<file path="src/rtl/seven_segment_scan_decoder_pkg.sv">
`default_nettype none
// ============================================================================
// Module   : seven_segment_scan_decoder_pkg
// Purpose  : Shared constants for the 7-segment scan decoder. Contains the
//            active-low cathode patterns for digits 0..9, the active-low
//            anode selects for each digit position, the FSM state encoding
//            and a BCD-to-binary helper that uses only shifts and adds.
// Ports    : none (package)
// Revision : 1.0 - initial release
// ============================================================================
package seven_segment_scan_decoder_pkg;

  // Active-low segment patterns {a,b,c,d,e,f,g}. These are the same
  // patterns the display controller drives.
  localparam logic [6:0] SEG_0 = 7'b0000001;
  localparam logic [6:0] SEG_1 = 7'b1001111;
  localparam logic [6:0] SEG_2 = 7'b0010010;
  localparam logic [6:0] SEG_3 = 7'b0000110;
  localparam logic [6:0] SEG_4 = 7'b1001100;
  localparam logic [6:0] SEG_5 = 7'b0100100;
  localparam logic [6:0] SEG_6 = 7'b0100000;
  localparam logic [6:0] SEG_7 = 7'b0001111;
  localparam logic [6:0] SEG_8 = 7'b0000000;
  localparam logic [6:0] SEG_9 = 7'b0000100;

  // Active-low digit selects. Digit0 is the leftmost (most significant) digit.
  localparam logic [3:0] ANODE_DIG0  = 4'b0111;
  localparam logic [3:0] ANODE_DIG1  = 4'b1011;
  localparam logic [3:0] ANODE_DIG2  = 4'b1101;
  localparam logic [3:0] ANODE_DIG3  = 4'b1110;
  localparam logic [3:0] ANODE_BLANK = 4'b1111;

  // Frame assembly FSM states.
  typedef enum logic [1:0] {
    ST_IDLE    = 2'd0,
    ST_COLLECT = 2'd1,
    ST_DONE    = 2'd2
  } scan_state_t;

  // {d0,d1,d2,d3} BCD -> d0*1000 + d1*100 + d2*10 + d3, built from shifts
  // and adds only:
  //   x*1000 = (x<<10) - (x<<4) - (x<<3)
  //   x*100  = (x<<6)  + (x<<5) + (x<<2)
  //   x*10   = (x<<3)  + (x<<1)
  // The 14-bit result holds 0..9999 for legal BCD inputs.
  function automatic logic [13:0] bcd4_to_bin(input logic [15:0] bcd);
    logic [13:0] d0;
    logic [13:0] d1;
    logic [13:0] d2;
    logic [13:0] d3;
    d0 = {10'd0, bcd[15:12]};
    d1 = {10'd0, bcd[11:8]};
    d2 = {10'd0, bcd[7:4]};
    d3 = {10'd0, bcd[3:0]};
    return ((d0 << 10) - (d0 << 4) - (d0 << 3))
         + ((d1 << 6) + (d1 << 5) + (d1 << 2))
         + ((d2 << 3) + (d2 << 1))
         + d3;
  endfunction

endpackage : seven_segment_scan_decoder_pkg
`default_nettype wire

</file>
<file path="src/rtl/seven_segment_scan_decoder_pattern_decode.sv">
`default_nettype none
// ============================================================================
// Module   : seg7_pattern_decode
// Purpose  : Combinational decode of one active-low 7-segment pattern into
//            its BCD value. Only the ten legal digit patterns are accepted;
//            anything else reports invalid and returns 4'hF.
// Ports    : i_pattern [6:0] - active-low segments {a,b,c,d,e,f,g}
//            o_valid         - 1 when i_pattern is one of SEG_0..SEG_9
//            o_bcd     [3:0] - decoded digit, 4'hF when invalid
// Revision : 1.0 - initial release
// ============================================================================
module seg7_pattern_decode
  import seven_segment_scan_decoder_pkg::*;
(
  input  logic [6:0] i_pattern,
  output logic       o_valid,
  output logic [3:0] o_bcd
);

  always_comb begin
    o_valid = 1'b1;
    o_bcd   = 4'hF;
    case (i_pattern)
      SEG_0:   o_bcd = 4'd0;
      SEG_1:   o_bcd = 4'd1;
      SEG_2:   o_bcd = 4'd2;
      SEG_3:   o_bcd = 4'd3;
      SEG_4:   o_bcd = 4'd4;
      SEG_5:   o_bcd = 4'd5;
      SEG_6:   o_bcd = 4'd6;
      SEG_7:   o_bcd = 4'd7;
      SEG_8:   o_bcd = 4'd8;
      SEG_9:   o_bcd = 4'd9;
      default: o_valid = 1'b0;
    endcase
  end

endmodule : seg7_pattern_decode
`default_nettype wire

</file>
<file path="src/rtl/seven_segment_scan_decoder.sv">
`default_nettype none
// ============================================================================
// Module   : seven_segment_scan_decoder
// Purpose  : Receive side of a 4-digit multiplexed 7-segment display.
//            Samples the scanned anode/cathode lines, waits for each digit
//            to settle, reassembles the 4-digit BCD frame and its binary
//            value, flags malformed scans and reports a stale display.
// Ports    : clock_100Mhz        - single clock
//            reset               - synchronous, active-high
//            anode_in      [3:0] - active-low digit select, [3] = digit0
//            cathode_in    [6:0] - active-low segments {a..g}
//            digits_out   [15:0] - last good frame {digit0..digit3} in BCD
//            binary_out   [13:0] - last good frame as binary (0..9999)
//            frame_valid         - 1-cycle pulse, new good frame loaded
//            error_flag          - 1-cycle pulse, frame aborted
//            stale               - level, no good frame for TIMEOUT_CYCLES
//            capture_mask  [3:0] - digits captured in current frame
// Revision : 1.0 - initial release
// ============================================================================
module seven_segment_scan_decoder
  import seven_segment_scan_decoder_pkg::*;
#(
  parameter int SETTLE_CYCLES  = 16,
  parameter int TIMEOUT_CYCLES = 1048576
)(
  input  logic        clock_100Mhz,
  input  logic        reset,
  input  logic [3:0]  anode_in,
  input  logic [6:0]  cathode_in,
  output logic [15:0] digits_out,
  output logic [13:0] binary_out,
  output logic        frame_valid,
  output logic        error_flag,
  output logic        stale,
  output logic [3:0]  capture_mask
);

  localparam int c_stab_w = $clog2(SETTLE_CYCLES + 1);
  localparam int c_to_w   = $clog2(TIMEOUT_CYCLES + 1);

  localparam logic [c_stab_w-1:0] c_stab_max = c_stab_w'(SETTLE_CYCLES);
  localparam logic [c_stab_w-1:0] c_stab_hit = c_stab_w'(SETTLE_CYCLES - 1);
  localparam logic [c_to_w-1:0]   c_to_max   = c_to_w'(TIMEOUT_CYCLES);

  // --------------------------------------------------------------------------
  // Input register and settle counter
  // --------------------------------------------------------------------------
  logic [3:0]          r_anode_q;
  logic [6:0]          r_cath_q;
  logic [c_stab_w-1:0] r_stab_cnt;
  logic                w_changed;

  assign w_changed = ({anode_in, cathode_in} != {r_anode_q, r_cath_q});

  always_ff @(posedge clock_100Mhz) begin
    if (reset) begin
      r_anode_q  <= ANODE_BLANK;
      r_cath_q   <= 7'h7F;
      r_stab_cnt <= '0;
    end else begin
      r_anode_q <= anode_in;
      r_cath_q  <= cathode_in;
      if (w_changed) begin
        r_stab_cnt <= '0;
      end else if (r_stab_cnt != c_stab_max) begin
        r_stab_cnt <= r_stab_cnt + 1'b1;
      end
    end
  end

  // The counter passes through c_stab_hit exactly once per dwell before
  // saturating, so this is a single-cycle capture strobe per digit.
  logic w_settled;
  assign w_settled = (r_stab_cnt == c_stab_hit);

  // --------------------------------------------------------------------------
  // Anode classification
  // --------------------------------------------------------------------------
  logic [1:0] w_cap_idx;
  logic       w_one_hot;
  logic       w_blank;
  logic       w_cap_digit;
  logic       w_cap_proto;

  always_comb begin
    w_cap_idx = 2'd0;
    w_one_hot = 1'b1;
    case (r_anode_q)
      ANODE_DIG0: w_cap_idx = 2'd0;
      ANODE_DIG1: w_cap_idx = 2'd1;
      ANODE_DIG2: w_cap_idx = 2'd2;
      ANODE_DIG3: w_cap_idx = 2'd3;
      default:    w_one_hot = 1'b0;
    endcase
  end

  assign w_blank     = (r_anode_q == ANODE_BLANK);
  assign w_cap_digit = w_settled & w_one_hot;
  assign w_cap_proto = w_settled & ~w_one_hot & ~w_blank;

  // --------------------------------------------------------------------------
  // Segment decode
  // --------------------------------------------------------------------------
  logic       w_seg_valid;
  logic [3:0] w_seg_bcd;

  seg7_pattern_decode u_pattern_decode (
    .i_pattern (r_cath_q),
    .o_valid   (w_seg_valid),
    .o_bcd     (w_seg_bcd)
  );

  // --------------------------------------------------------------------------
  // Frame assembly
  // --------------------------------------------------------------------------
  scan_state_t r_state;
  logic [11:0] r_slots;      // {digit0, digit1, digit2}
  logic [2:0]  r_bad;        // bit i: slot i held an illegal pattern
  logic [1:0]  r_last_idx;

  logic        w_in_order;
  logic        w_frame_done;
  logic        w_frame_bad;
  logic        w_good_frame;
  logic [15:0] w_frame;

  // Digit3 is never stored: the frame is closed in the same cycle it is
  // captured, using the live decoder output as the last nibble.
  assign w_frame      = {r_slots, w_seg_bcd};
  assign w_in_order   = (w_cap_idx == r_last_idx + 2'd1);
  assign w_frame_done = (r_state == ST_COLLECT) & w_cap_digit & w_in_order
                      & (w_cap_idx == 2'd3);
  assign w_frame_bad  = (|r_bad) | ~w_seg_valid;
  assign w_good_frame = w_frame_done & ~w_frame_bad;

  // Results are loaded on entry to DONE so they are visible during the DONE
  // cycle, one cycle after the digit3 capture strobe.
  always_ff @(posedge clock_100Mhz) begin
    if (reset) begin
      r_state      <= ST_IDLE;
      r_slots      <= '0;
      r_bad        <= '0;
      r_last_idx   <= 2'd0;
      capture_mask <= 4'b0000;
      digits_out   <= '0;
      binary_out   <= '0;
      frame_valid  <= 1'b0;
      error_flag   <= 1'b0;
    end else begin
      frame_valid <= 1'b0;
      error_flag  <= 1'b0;
      case (r_state)
        ST_IDLE: begin
          // Anything other than a digit0 capture is ignored until a frame
          // has started.
          if (w_cap_digit && (w_cap_idx == 2'd0)) begin
            r_slots[11:8] <= w_seg_bcd;
            r_bad         <= {2'b00, ~w_seg_valid};
            capture_mask  <= 4'b0001;
            r_last_idx    <= 2'd0;
            r_state       <= ST_COLLECT;
          end
        end

        ST_COLLECT: begin
          if (w_cap_proto) begin
            error_flag   <= 1'b1;
            capture_mask <= 4'b0000;
            r_state      <= ST_IDLE;
          end else if (w_cap_digit) begin
            if (w_in_order) begin
              capture_mask[w_cap_idx] <= 1'b1;
              r_last_idx              <= w_cap_idx;
              case (w_cap_idx)
                2'd1: begin
                  r_slots[7:4] <= w_seg_bcd;
                  r_bad[1]     <= ~w_seg_valid;
                end
                2'd2: begin
                  r_slots[3:0] <= w_seg_bcd;
                  r_bad[2]     <= ~w_seg_valid;
                end
                default: begin
                  // Only index 3 reaches here: last_idx is never 3 in COLLECT.
                  r_state <= ST_DONE;
                  if (w_frame_bad) begin
                    error_flag <= 1'b1;
                  end else begin
                    frame_valid <= 1'b1;
                    digits_out  <= w_frame;
                    binary_out  <= bcd4_to_bin(w_frame);
                  end
                end
              endcase
            end else if (w_cap_idx == 2'd0) begin
              // A digit0 out of sequence is taken as the start of a new frame.
              error_flag    <= 1'b1;
              r_slots[11:8] <= w_seg_bcd;
              r_bad         <= {2'b00, ~w_seg_valid};
              capture_mask  <= 4'b0001;
              r_last_idx    <= 2'd0;
            end else begin
              error_flag   <= 1'b1;
              capture_mask <= 4'b0000;
              r_state      <= ST_IDLE;
            end
          end
        end

        ST_DONE: begin
          capture_mask <= 4'b0000;
          r_state      <= ST_IDLE;
        end

        default: begin
          capture_mask <= 4'b0000;
          r_state      <= ST_IDLE;
        end
      endcase
    end
  end

  // --------------------------------------------------------------------------
  // Stale timeout
  // --------------------------------------------------------------------------
  logic [c_to_w-1:0] r_to_cnt;
  logic [c_to_w-1:0] w_to_next;

  assign w_to_next = (r_to_cnt == c_to_max) ? r_to_cnt : r_to_cnt + 1'b1;

  // A good frame landing on the threshold cycle takes priority, so stale
  // never blips high on that cycle.
  always_ff @(posedge clock_100Mhz) begin
    if (reset) begin
      r_to_cnt <= '0;
      stale    <= 1'b0;
    end else if (w_good_frame) begin
      r_to_cnt <= '0;
      stale    <= 1'b0;
    end else begin
      r_to_cnt <= w_to_next;
      stale    <= (w_to_next >= c_to_max);
    end
  end

endmodule : seven_segment_scan_decoder
`default_nettype wire

</file>
<file path="config.mk">
export PLATFORM = sky130hd
export DESIGN_NAME = seven_segment_scan_decoder
export DESIGN_NICKNAME = d
export VERILOG_FILES = /design/src/rtl/seven_segment_scan_decoder_pkg.sv /design/src/rtl/seven_segment_scan_decoder_pattern_decode.sv /design/src/rtl/seven_segment_scan_decoder.sv
export SDC_FILE = /design/constraint.sdc
export NUM_CORES = 1
export LEC_CHECK = 0
export BUFFER_PORTS_ARGS = -buffer_cell sky130_fd_sc_hd__buf_2
export CAP_MARGIN = 5
export CORE_MARGIN = 3
export CORE_UTILIZATION = 40
export CTS_CLUSTER_DIAMETER = 120
export DETAILED_ROUTE_END_ITERATION = 16
export HOLD_SLACK_MARGIN = 0.15
export MAX_ROUTING_LAYER = met4
export PLACE_DENSITY_LB_ADDON = 0.3
export SKIP_LAST_GASP = 1
export SYNTH_ARGS = -nofsm -noshare
export SYNTH_HDL_FRONTEND = slang
export SYNTH_SLANG_ARGS = --single-unit
</file>
<file path="constraint.sdc">
create_clock -name clock_100Mhz -period 6.2 [get_ports clock_100Mhz]
set_input_delay 1.24 -clock clock_100Mhz [delete_from_list [all_inputs] [get_ports clock_100Mhz]]
set_output_delay 1.24 -clock clock_100Mhz [all_outputs]
set_load 0.02 [all_outputs]
</file>
# After elaboration in Yosys (flattened, before gate mapping)
# Index checks and enable logic that the tools add are counted.
# Widths: inputs -> output; s select.
[word_totals] reg_bits=93 out_inout_bits=37
[op_classes] add_sub_neg=11 reduce_logical=23 n_eq_ne=34 order_cmp=3 mux=50 bitwise_logic=18
[ops] cell="$pmux 4 s10" n=1
[ops] cell="$mux 4" n=9
[ops] cell="$mux 12" n=2
[ops] cell="$mux 2" n=12
[ops] cell="$reduce_and 6->1" n=4
[ops] cell="$add 21x1->21 const B" n=1
[ops] cell="$eq 21x21->1 const B" n=1
[ops] cell="$ge 21x21->1 const B" n=1
[ops] cell="$mux 21" n=1
[ops] cell="$eq 4x4->1 const B" n=4
[ops] cell="$pmux 4 s2" n=2
[ops] cell="$reduce_and 5->1" n=3
[ops] cell="$add 14x12->14" n=1
[ops] cell="$add 14x4->14" n=1
[ops] cell="$add 14x8->14" n=1
[ops] cell="$eq 7x3->1 const B" n=2
[ops] cell="$eq 7x6->1 const B" n=2
[ops] cell="$eq 7x7->1 const B" n=2
[ops] cell="$sub 14x7->14" n=1
[ops] cell="$sub 14x8->14" n=1
[ops] cell="$mux 1" n=13
[ops] cell="$add 11x6->12" n=1
[ops] cell="$mux 3" n=4
[ops] cell="$add 10x9->11" n=1
[ops] cell="other kinds (40)" n=68

# Depth between registers and ports, before layout
# Gate-level depths: netlist (run 1).
[logic_depth] word_depth=11 ltp_mapped=21 ltp_nobuf=19

# Modules after synthesis
# A second synthesis (run 1) with hierarchy kept.
[unflattened] cells_unflattened=607 area_unflattened_um2=5280.1
[modules_own_cells] mod="seven_segment_scan_decoder" area_per_inst_um2=5094.9 cells_each=581 seq_area_each_um2=1821.7 instances=1
[modules_own_cells] mod="seg7_pattern_decode" area_per_inst_um2=185.2 cells_each=26 seq_area_each_um2=0.0 instances=1

# Worst setup path after synthesis (run 1)
# Ideal clock, no wire load.
[synth_path] path_kind="register to register" from="register r_cath_q[0]" to="register binary_out[13]" period_less_slack_ns=4.795 path_stages_with_launch=22 t_required_ns=6.084 setup_slack_ns=1.405 t_arrival_ns=4.679 setup_ns=0.116 cell_sequence="dfxtp_1 buf_2 or4b_1 o22a_1 o31ai_4 or2_1 buf_4 nand2_2 fa_1 inv_1 ha_1 fa_1 inv_1 ha_1 inv_1 fa_1 nand2b_1 a211oi_1 o31a_1 o21a_1 or3_1 a41o_1"
[synth_between] elab_cells_between_ends=18 cone_classes="1 x add/sub; 9 x eq/ne; 2 x mux; 3 x bitwise; 3 x reduce/logical"
[synth_rtl] item="from (decl)" line="seven_segment_scan_decoder.sv:49" text="logic [6:0] r_cath_q;"
[synth_rtl] item="from (signal assigned)" line="seven_segment_scan_decoder.sv:62" text="r_cath_q <= cathode_in;"
[synth_rtl] item="$eq 7x3->1, or another cell as far along" line="seven_segment_scan_decoder_pattern_decode.sv:23" text="case (i_pattern)"
[synth_rtl] item="$pmux 4 s10 (*)" line="seven_segment_scan_decoder_pattern_decode.sv:23"
[synth_rtl] item="via u_pattern_decode.o_bcd[3]" line="seven_segment_scan_decoder_pattern_decode.sv:17" text="output logic [3:0] o_bcd"
[synth_rtl] item="$add 14x4->14 (*)" line="seven_segment_scan_decoder_pkg.sv:58" text="+ d3;"
[synth_rtl] item="to (signal assigned)" line="seven_segment_scan_decoder.sv:191" text="binary_out <= bcd4_to_bin(w_frame);"
[synth_rtl] item="to (decl)" line="seven_segment_scan_decoder.sv:31" text="output logic [13:0] binary_out,"
# Mark *: on every way through the listed nets, which the timed path passes. The rest lies on a longest branch.
# A chain may end at the register's enable or synchronous reset.

# Worst setup path in the final report (run 1)
[layout_path] from="register r_cath_q[3]" to="register binary_out[13]"
# The elaborated chain is that of the path after synthesis.

==> summary.md, run 1 <==
| Metric | Value |
|---|---|
| Critical Path RT | `6.44 ns` |
| Total power density per cell area | `208 nW/um^2` |
| Critical path peak fanout | `10` |
| Starting density of the core | `0.419` |
| Setup TNS | `0 ns` |
| Drt via density | `5.44` |
| Post-synthesis mux area share | `0.00763` |
| Placed Instances | `806` |
| Multi-input gate area | `3230 um^2` |
| Routability Congestion | `0.839` |
| Post-Syn Instances | `619` |
| Hold Startpoint | `r_bad[2]` |
| Async SR Flop Fraction | `0` |
| Clock Path Buffers | `2` |
| CP Capture Type | `flip-flop` |
| Final min period | `5.04 ns` |
| Finished Layout Cells | `822` |
| Post-CTS setup-driven buffer insertion count | `0` |
| R2r setup slk | `1.16 ns` |
| Final nets | `710` |
| Clock root cell | `clkbuf_16` |
| Site row count | `41` |
| Initial DRC Count | `366` |
| Die Y | `122 um` |
| Worst path cell trace | `nor2_1 > or4b_1 > a31oi_2 > or2_1 > nand2_2 > fa_1 > inv_1 > ha_1 > fa_1 > inv_1 > ha_1 > inv_1 > fa_1 > nand2b_1 > a211oi_1 > o31a_1 > o21a_1 > or3_1 > a41o_1` |
| Initial antenna violation count | `0` |
| Synthesized flop and latch total | `91` |
| WHS Path Cells | `2` |
| Core area | `12900 um^2` |
| Overall Global Routing Usage | `0.176` |
| Dpl ws | `1.23 ns` |
| Final hold viol count | `0` |
| Cell taking the most area after synthesis | `dfxtp_1` |
| I/O pin count | `50` |
| Overflow after GRT | `0` |
| ANT cells | `0` |
| First-pass GRT wire length | `20700 um` |
| Port bufs | `49` |
| Final setup viols | `0` |
| Routed Antenna Nets | `0` |
| Clock Skews | `0.00697 ns` |
| Hold-fix buffers at CTS | `0` |
| Largest net degree at the start of global routing | `61` |
| Crit Path Class | `flip-flop to flip-flop` |
| Clock Latency Late Sink | `0.35 ns` |
| Clock sink total | `91` |
| WP data arrival | `5.27 ns` |
| Buf+Inv Stages, Crit Path | `3` |
| VDD IR max | `0.264 mV` |
| Die X-Extent | `122 um` |
| Critical R2R Launch | `r_cath_q[3]` |
| Adder-cell area share of the yosys netlist | `0.143` |
| Crit path max-delay family | `adder cells` |
| Outcome | `completed` |
| Fmax | `0.198 GHz` |
| FF-to-FF End | `binary_out[13]` |
| Slew headroom | `0.168` |
| Post-Syn Nets | `684` |
| Yosys warning total | `0` |
| HPWL after DPL | `8750 um` |
| Vias in the first global route | `4280` |
| Count leader, synth | `dfxtp_1` |
| DRC Markers | `0` |
| Clk slew on worst S/H paths | `0.07 ns` |
| Detailed-route via count | `4472` |
| Hold-critical path endpoint | `r_bad[2]` |
| Synth-to-Final Area Change | `11.1%` |
| TritonRoute pass-1 iters | `5` |
| Filler Cell Count | `1281` |
| Nature of the critical path startpoint | `flip-flop` |
| CTS tree | `yes` |
| Pleak | `2.34 nW` |
| Layout cell share with drive strength beyond 1 | `0.140` |
| Max incr delay on CP | `0.53 ns` |
| Yosys cell types | `69` |
| Pins Over Slew Limit | `0` |
| Register cell area after layout | `1820 um^2` |
| Worst Slack Setup Final | `1.16 ns` |
| R2R depth | `19` |
| Die area | `15000 um^2` |
| Worst-Margin Slew | `1.25 ns` |
| Synth Area in XOR/XNOR | `0.0696` |
| Top cells by area, synth | `dfxtp_1 (34%), ha_1 (8.6%), fa_1 (5.5%)` |
| Max-Cap Viols | `0` |
| Wire per inst | `14.8 um` |
| Post-synth EDFFs | `0` |
| Seq/Total Area, Yosys | `0.336` |
| Compound-Gate Fraction of Synth Area | `0.183` |
| Post-cts resize count | `0` |
| RSZ-0062 raised after global routing | `no` |
| Largest family of logic cells by synthesized area | `simple AND/OR/NAND/NOR gates` |
| Share of the synthesized area in the top cell type | `0.336` |
| Synth Area per Inst | `8.75 um^2` |
| Post-Synth Simple-Gate Area | `0.193` |
| Post-synth top cells | `dfxtp_1 (91), a21oi_1 (49), nor2_1 (48)` |
| Crit path max-delay cell type | `fa_1` |
| H-tree depth reported by CTS | `3` |
| Top FF cell, synth | `dfxtp_1` |
| Crit share post-route | `0.813` |
| WL final | `12200 um` |
| Clock buffer count from CTS | `9` |
| Post-synthesis cell area | `5410 um^2` |
| Min-Delay Path Class | `flip-flop to flip-flop` |
==> logic make-up (layout without fill, tap and decap cells) <==
group | count (synthesis) | after routing
AOI/OAI and AO/OA | 151 | 151
xor gates and xnor gates | 43 | 43
adders and majority gates | 53 | 53
buffers and inverters | 82 | 113
DFF | 91 | 91
muxes | 4 | 4
and+or+nand+nor | 195 | 195
==> routing by layer <==
metal,wire length [um],share of wire,global-route usage,vias up
li1,-,-,-,2231
met1,5810,0.48,0.239,2114
met2,5470,0.45,0.255,115
met3,774,0.064,0.0535,12
met4,125,0.010,0.0483,0
met5,0,0,-,-
==> cells in the final DEF (no fill, tap or decap), types with 7 or more instances in the layout <==
master and count:
a21oi_1 49, and3_1 11, buf_2 49, clkbuf_16 9
dfxtp_1 91, fa_1 15, ha_1 37, inv_1 45
nand2_1 15, nand3_1 44, nand4_1 7, nor2_1 48
nor2b_1 8, nor4_1 10, o21ai_0 47, or2_2 12
xnor2_1 13, xor2_1 30
==> worst min-delay path: cells and delay by family (launching register included) <==
family,cells,cell delay (ns)
AOI/OAI and AO/OA,1,0.05
DFF,1,0.31
and+or+nand+nor,1,0.05
==> worst max-delay path by stage <==
stage	startpoint	end	slack, ns	cells after the start
floorplan	r_cath_q[0]	binary_out[13]	1.40	21
global placement	r_cath_q[1]	binary_out[13]	1.32	19
detailed placement	r_cath_q[3]	binary_out[13]	1.23	19
CTS	r_cath_q[3]	binary_out[13]	1.17	19
global route	r_cath_q[3]	binary_out[13]	0.83	19
finish	r_cath_q[3]	binary_out[13]	1.16	19
==> metrics by stage <==
stage	utilization	power (W)	cell area [um^2]	hold WS [ns]
2_1_floorplan	-	0.000665	5410	0.428
3_3_place_gp	0.441	0.000677	5700	0.440
3_5_place_dp	0.441	0.000680	5700	0.443
4_1_cts	0.465	0.00127	6020	0.454
5_1_grt	0.465	0.00130	6020	0.471
6_report	0.465	0.00125	6020	0.457
==> where the power goes <==
| part | leakage (nW) | internal, W | switching (W) | total (W) |
|---|---|---|---|---|
| Sequential | 0.737 | 0.000590 | 0.0000129 | 0.000603 |
| Clock | 0.154 | 0.000332 | 0.000251 | 0.000583 |
| Combinational | 1.45 | 0.0000261 | 0.0000376 | 0.0000637 |
==> area by class of cell <==
type                       count  area share
multi-input combinational    446       0.537
clock inverter                 6      0.0129
sequential                    91       0.303
tap                          172      0.0358
clock buffer                  10      0.0397
timing repair buffer          51      0.0433
inverter                      46      0.0287
Power figures use the tool's default switching activity.
==> run 2: changes to the inputs <==
- clock period: 6.2 -> 5.2 ns (I/O delays scaled with it)
==> run 2 against run 1 <==
Final cell count rose by 0.24%; clock power rose by 14%; count of clock-buffer cells in the layout fell by 1; critical path depth did not move; sequential power rose by 19%; maximum frequency rose by 1.9%; setup slack got worse by 0.91 ns; critical path type unchanged; critical endpoint unchanged; largest power group unchanged; highest routed layer unchanged.
==> summary.md, run 2 (synthesis results as in run 1) <==
| Metric | Value |
|---|---|
| Post-cts resize count | `0` |
| Clock Skews | `0.00636 ns` |
| Core area | `12900 um^2` |
| Design area | `6020 um^2` |
| RSZ-0062 raised after global routing | `no` |
| Nature of the critical path startpoint | `flip-flop` |
| Worst Slack Setup Final | `0.255 ns` |
| Final hold viol count | `0` |
| Detailed-route via count | `4428` |
| DP Area | `5710 um^2` |
| Min-Delay Path Class | `flip-flop to flip-flop` |
| Pleak | `2.35 nW` |
| Layout cell share with drive strength beyond 1 | `0.149` |
| Final nets | `712` |
| Commonest non-fill, non-tap cells in the layout | `dfxtp_1 (89), a21oi_1 (49), buf_2 (49)` |
| WL final | `12200 um` |
| H-tree depth reported by CTS | `3` |
| ANT cells | `0` |
| Die Y | `122 um` |
| Clock root cell | `clkbuf_16` |
| Clock sink total | `91` |
| VDD IR max | `0.166 mV` |
| Overflow after GRT | `0` |
| Outcome | `completed` |
| Wire per inst | `14.8 um` |
| Initial DRC Count | `264` |
| Crit Path Class | `flip-flop to flip-flop` |
| Worst-Margin Slew | `1.21 ns` |
| Port bufs | `49` |
| Hold-fix buffers at CTS | `0` |
| Final setup viols | `0` |
| Max-Cap Viols | `0` |
| Synth-to-Final Area Change | `11.3%` |
| Pins Over Slew Limit | `0` |
| Total power density per cell area | `242 nW/um^2` |
| Clock buffer count from CTS | `9` |
| Overall Global Routing Usage | `0.174` |
| Post-CTS setup-driven buffer insertion count | `0` |
| Commonest non-fill, non-tap cell in the layout | `dfxtp_1` |
| Final core utilization | `0.466` |
| Clock Latency Late Sink | `0.34 ns` |
| Critical path peak fanout | `9` |
| First-pass GRT wire length | `20500 um` |
| HPWL after DPL | `8650 um` |
| Largest net degree at the start of global routing | `61` |
| Drt via density | `5.37` |
| Initial antenna violation count | `0` |
| Site row count | `41` |
| Setup TNS | `0 ns` |
| Routed Antenna Nets | `0` |
| TritonRoute pass-1 iters | `5` |
| Fmax | `0.202 GHz` |
| Final min period | `4.94 ns` |
| Critical Path RT | `5.43 ns` |
| Vias in the first global route | `4105` |
| I/O pin count | `50` |
| Crit share post-route | `0.951` |
| Dpl ws | `0.199 ns` |
| CTS tree | `yes` |
| Clk slew on worst S/H paths | `0.07 ns` |
| Slew headroom | `0.194` |
| DRC Markers | `0` |
| Die area | `15000 um^2` |
| Die X-Extent | `122 um` |
| WP data arrival | `5.18 ns` |
| CP Capture Type | `flip-flop` |
| Starting density of the core | `0.419` |
| Routability Congestion | `0.838` |
| Clock Path Buffers | `2` |
run 2: metal layers:
metal	track usage	share of wire
met5	-	0
met2	0.252	0.43
met1	0.246	0.51
met3	0.0387	0.045
met4	0.0462	0.012
run 2: path summary, 6_finish.rpt:
kind               startpoint              to  slack (ns)  cells past startpoint
hold / removal       r_bad[2]        r_bad[2]        0.46                      2
setup / recovery  r_cath_q[0]  binary_out[13]        0.26                     19
hold reg to reg      r_bad[2]        r_bad[2]        0.46                      2
setup reg to reg  r_cath_q[0]  binary_out[13]        0.26                     19
run 2: power breakdown:
part | internal [W] | total, W | switching (W) | leakage [nW]
Sequential | 0.000703 | 0.000718 | 0.0000150 | 0.736
Combinational | 0.0000316 | 0.0000768 | 0.0000453 | 1.46
Clock | 0.000376 | 0.000663 | 0.000287 | 0.150
run 2: per-stage QoR:
step           hold slack [ns]  power [W]  cells
2_1_floorplan            0.428   0.000793    619
4_1_cts                  0.459    0.00148    824
3_3_place_gp             0.443   0.000808    808
3_5_place_dp             0.440   0.000811    808
5_1_grt                  0.488    0.00152    824
6_report                 0.458    0.00146    824
run 2: worst max-delay path, cell delays in order, from the launching register on:
cell and delay, ns:
dfxtp_1 0.39, or4b_1 0.54, o22a_1 0.25, o31ai_4 0.22, or2_1 0.16, nand2_2 0.09
fa_1 0.48, inv_1 0.04, ha_1 0.30, fa_1 0.55, inv_1 0.05, ha_1 0.20
inv_1 0.07, fa_1 0.18, nand2b_2 0.16, a211oi_2 0.09, o31a_1 0.30, o21a_1 0.18
or3_1 0.34, a41o_1 0.23
run 2: final cells by class:
| cell class | instances | area [um^2] |
|---|---|---|
| Clock buffer | 9 | 225 |
| Clock inverter | 7 | 75.1 |
| Fill cell | 1256 | 6900 |
| Inverter | 46 | 173 |
| Multi-Input combinational cell | 446 | 3240 |
| Sequential cell | 91 | 1820 |
| Tap cell | 172 | 215 |
| Timing Repair Buffer | 53 | 275 |
==> run 3: changes to the inputs <==
- RECOVER_POWER: not set -> 50
==> run 3 against run 2 <==
Final area shrank 1.0%; first-iteration DRC count is 8.3% higher; setup slack better by 0.022 ns; flip-flop and latch count did not move; utilization decreased by 0.46 points; clock power about the same; critical path depth unchanged; critical endpoint unchanged; largest cell class unchanged; highest routed layer unchanged.
==> summary.md, run 3 (synthesis results as in run 1) <==
| Metric | Value |
|---|---|
| Detailed-route via count | `4432` |
| Clock buffer count from CTS | `9` |
| Setup TNS | `0 ns` |
| Hold-fix buffers at CTS | `0` |
| Final setup viols | `0` |
| Starting density of the core | `0.419` |
| Worst Slack Setup Final | `0.277 ns` |
| Routed Antenna Nets | `0` |
| Buf+Inv Stages, Crit Path | `3` |
| CP Capture Type | `flip-flop` |
| Pins Over Slew Limit | `0` |
| Pleak | `2.18 nW` |
| Layout cell share with drive strength beyond 1 | `0.0874` |
| Min-Delay Path Class | `flip-flop to flip-flop` |
| Initial DRC Count | `286` |
| Largest net degree at the start of global routing | `61` |
| Commonest non-fill, non-tap cells in the layout | `dfxtp_1 (89), o21ai_0 (50), a21oi_1 (49)` |
| Drt via density | `5.38` |
| Clk slew on worst S/H paths | `0.07 ns` |
| Final nets | `712` |
| Total power density per cell area | `245 nW/um^2` |
| Clock Path Buffers | `2` |
| Outcome | `completed` |
| Port bufs | `49` |
| WL final | `12200 um` |
| Clock Latency Late Sink | `0.34 ns` |
| Worst-Margin Slew | `1.40 ns` |
| Core area | `12900 um^2` |
| Crit share post-route | `0.947` |
| ANT cells | `0` |
| Post-cts resize count | `0` |
| RSZ-0062 raised after global routing | `no` |
| I/O pin count | `50` |
| Initial antenna violation count | `0` |
| TritonRoute pass-1 iters | `5` |
| Final min period | `4.92 ns` |
| Die Y | `122 um` |
| Overflow after GRT | `0` |
| Die X-Extent | `122 um` |
| Die area | `15000 um^2` |
| Max incr delay on CP | `0.55 ns` |
| HPWL after DPL | `8650 um` |
| Fmax | `0.203 GHz` |
| Hold_ws | `0.464 ns` |
| Filler Cell Count | `1284` |
| Critical path peak fanout | `9` |
| Clock root cell | `clkbuf_16` |
| Max-Cap Viols | `0` |
| Worst path cell trace | `or4b_1 > o22a_1 > o31ai_4 > or2_1 > nand2_2 > fa_1 > inv_1 > ha_1 > fa_1 > inv_1 > ha_1 > inv_1 > fa_1 > nand2b_2 > a211oi_2 > o31a_1 > o21a_1 > or3_1 > a41o_1` |
| Clock Skews | `0.00633 ns` |
| Wire per inst | `14.8 um` |
| DRC Markers | `0` |
| Nature of the critical path startpoint | `flip-flop` |
| Commonest non-fill, non-tap cell in the layout | `dfxtp_1` |
| Site row count | `41` |
| Vias in the first global route | `4105` |
| Post-CTS setup-driven buffer insertion count | `0` |
| Crit path max-delay family | `adder cells` |
| Overall Global Routing Usage | `0.174` |
| CTS tree | `yes` |
| Crit Path Class | `flip-flop to flip-flop` |
| Clock sink total | `91` |
| First-pass GRT wire length | `20500 um` |
| Routability Congestion | `0.838` |
| VDD IR max | `0.166 mV` |
| Dpl ws | `0.199 ns` |
| Final hold viol count | `0` |
| Slew headroom | `0.0553` |
| Synth-to-Final Area Change | `10.2%` |
| H-tree depth reported by CTS | `3` |
| WP data arrival | `5.16 ns` |
| Crit path max-delay cell type | `fa_1` |
| Critical Path RT | `5.43 ns` |
## run 3: final cells by class
class	count	area [um^2]	share of cell area
Clock buffer	9	225	0.0378
Clock inverter	7	75.1	0.0126
Inverter	46	173	0.0289
Multi-Input combinational cell	446	3220	0.540
Sequential cell	91	1820	0.306
Tap cell	172	215	0.0361
Timing Repair Buffer	53	229	0.0384
## run 3: worst paths after layout
kind	startpoint	end	slack [ns]	depth (start not counted)
hold reg to reg	r_bad[2]	r_bad[2]	0.46	2
setup / recovery	r_cath_q[0]	binary_out[13]	0.28	19
setup reg to reg	r_cath_q[0]	binary_out[13]	0.28	19
hold / removal	r_bad[2]	r_bad[2]	0.46	2
## run 3: per-layer routing
layer,part of all wire,global-route usage,wire length (um),up-vias
li1,-,-,-,2242
met1,0.51,0.246,6230,2073
met2,0.43,0.252,5290,105
met3,0.044,0.0387,531,12
met4,0.011,0.0462,133,0
met5,0,-,0,-
## run 3: through the flow
step / utilization / cells / power, W / instance area [um^2]
after floorplan: - / 619 / 0.000793 / 5410
after global placement: 0.442 / 808 / 0.000808 / 5710
after detailed placement: 0.442 / 808 / 0.000811 / 5710
after CTS: 0.465 / 824 / 0.00148 / 6010
after global routing: 0.461 / 824 / 0.00152 / 5960
final: 0.461 / 824 / 0.00146 / 5960
## run 3: report_power, final
group	internal, W	switching [W]
clock	0.000376	0.000288
combinational	0.0000315	0.0000449
sequential	0.000703	0.0000151
total	0.00111	0.000348
## run 3: tightest hold or removal path, cell delays in order, from the launching register on
cell and delay, ns:
dfxtp_1 0.32, nand2_1 0.05, o21ai_1 0.05
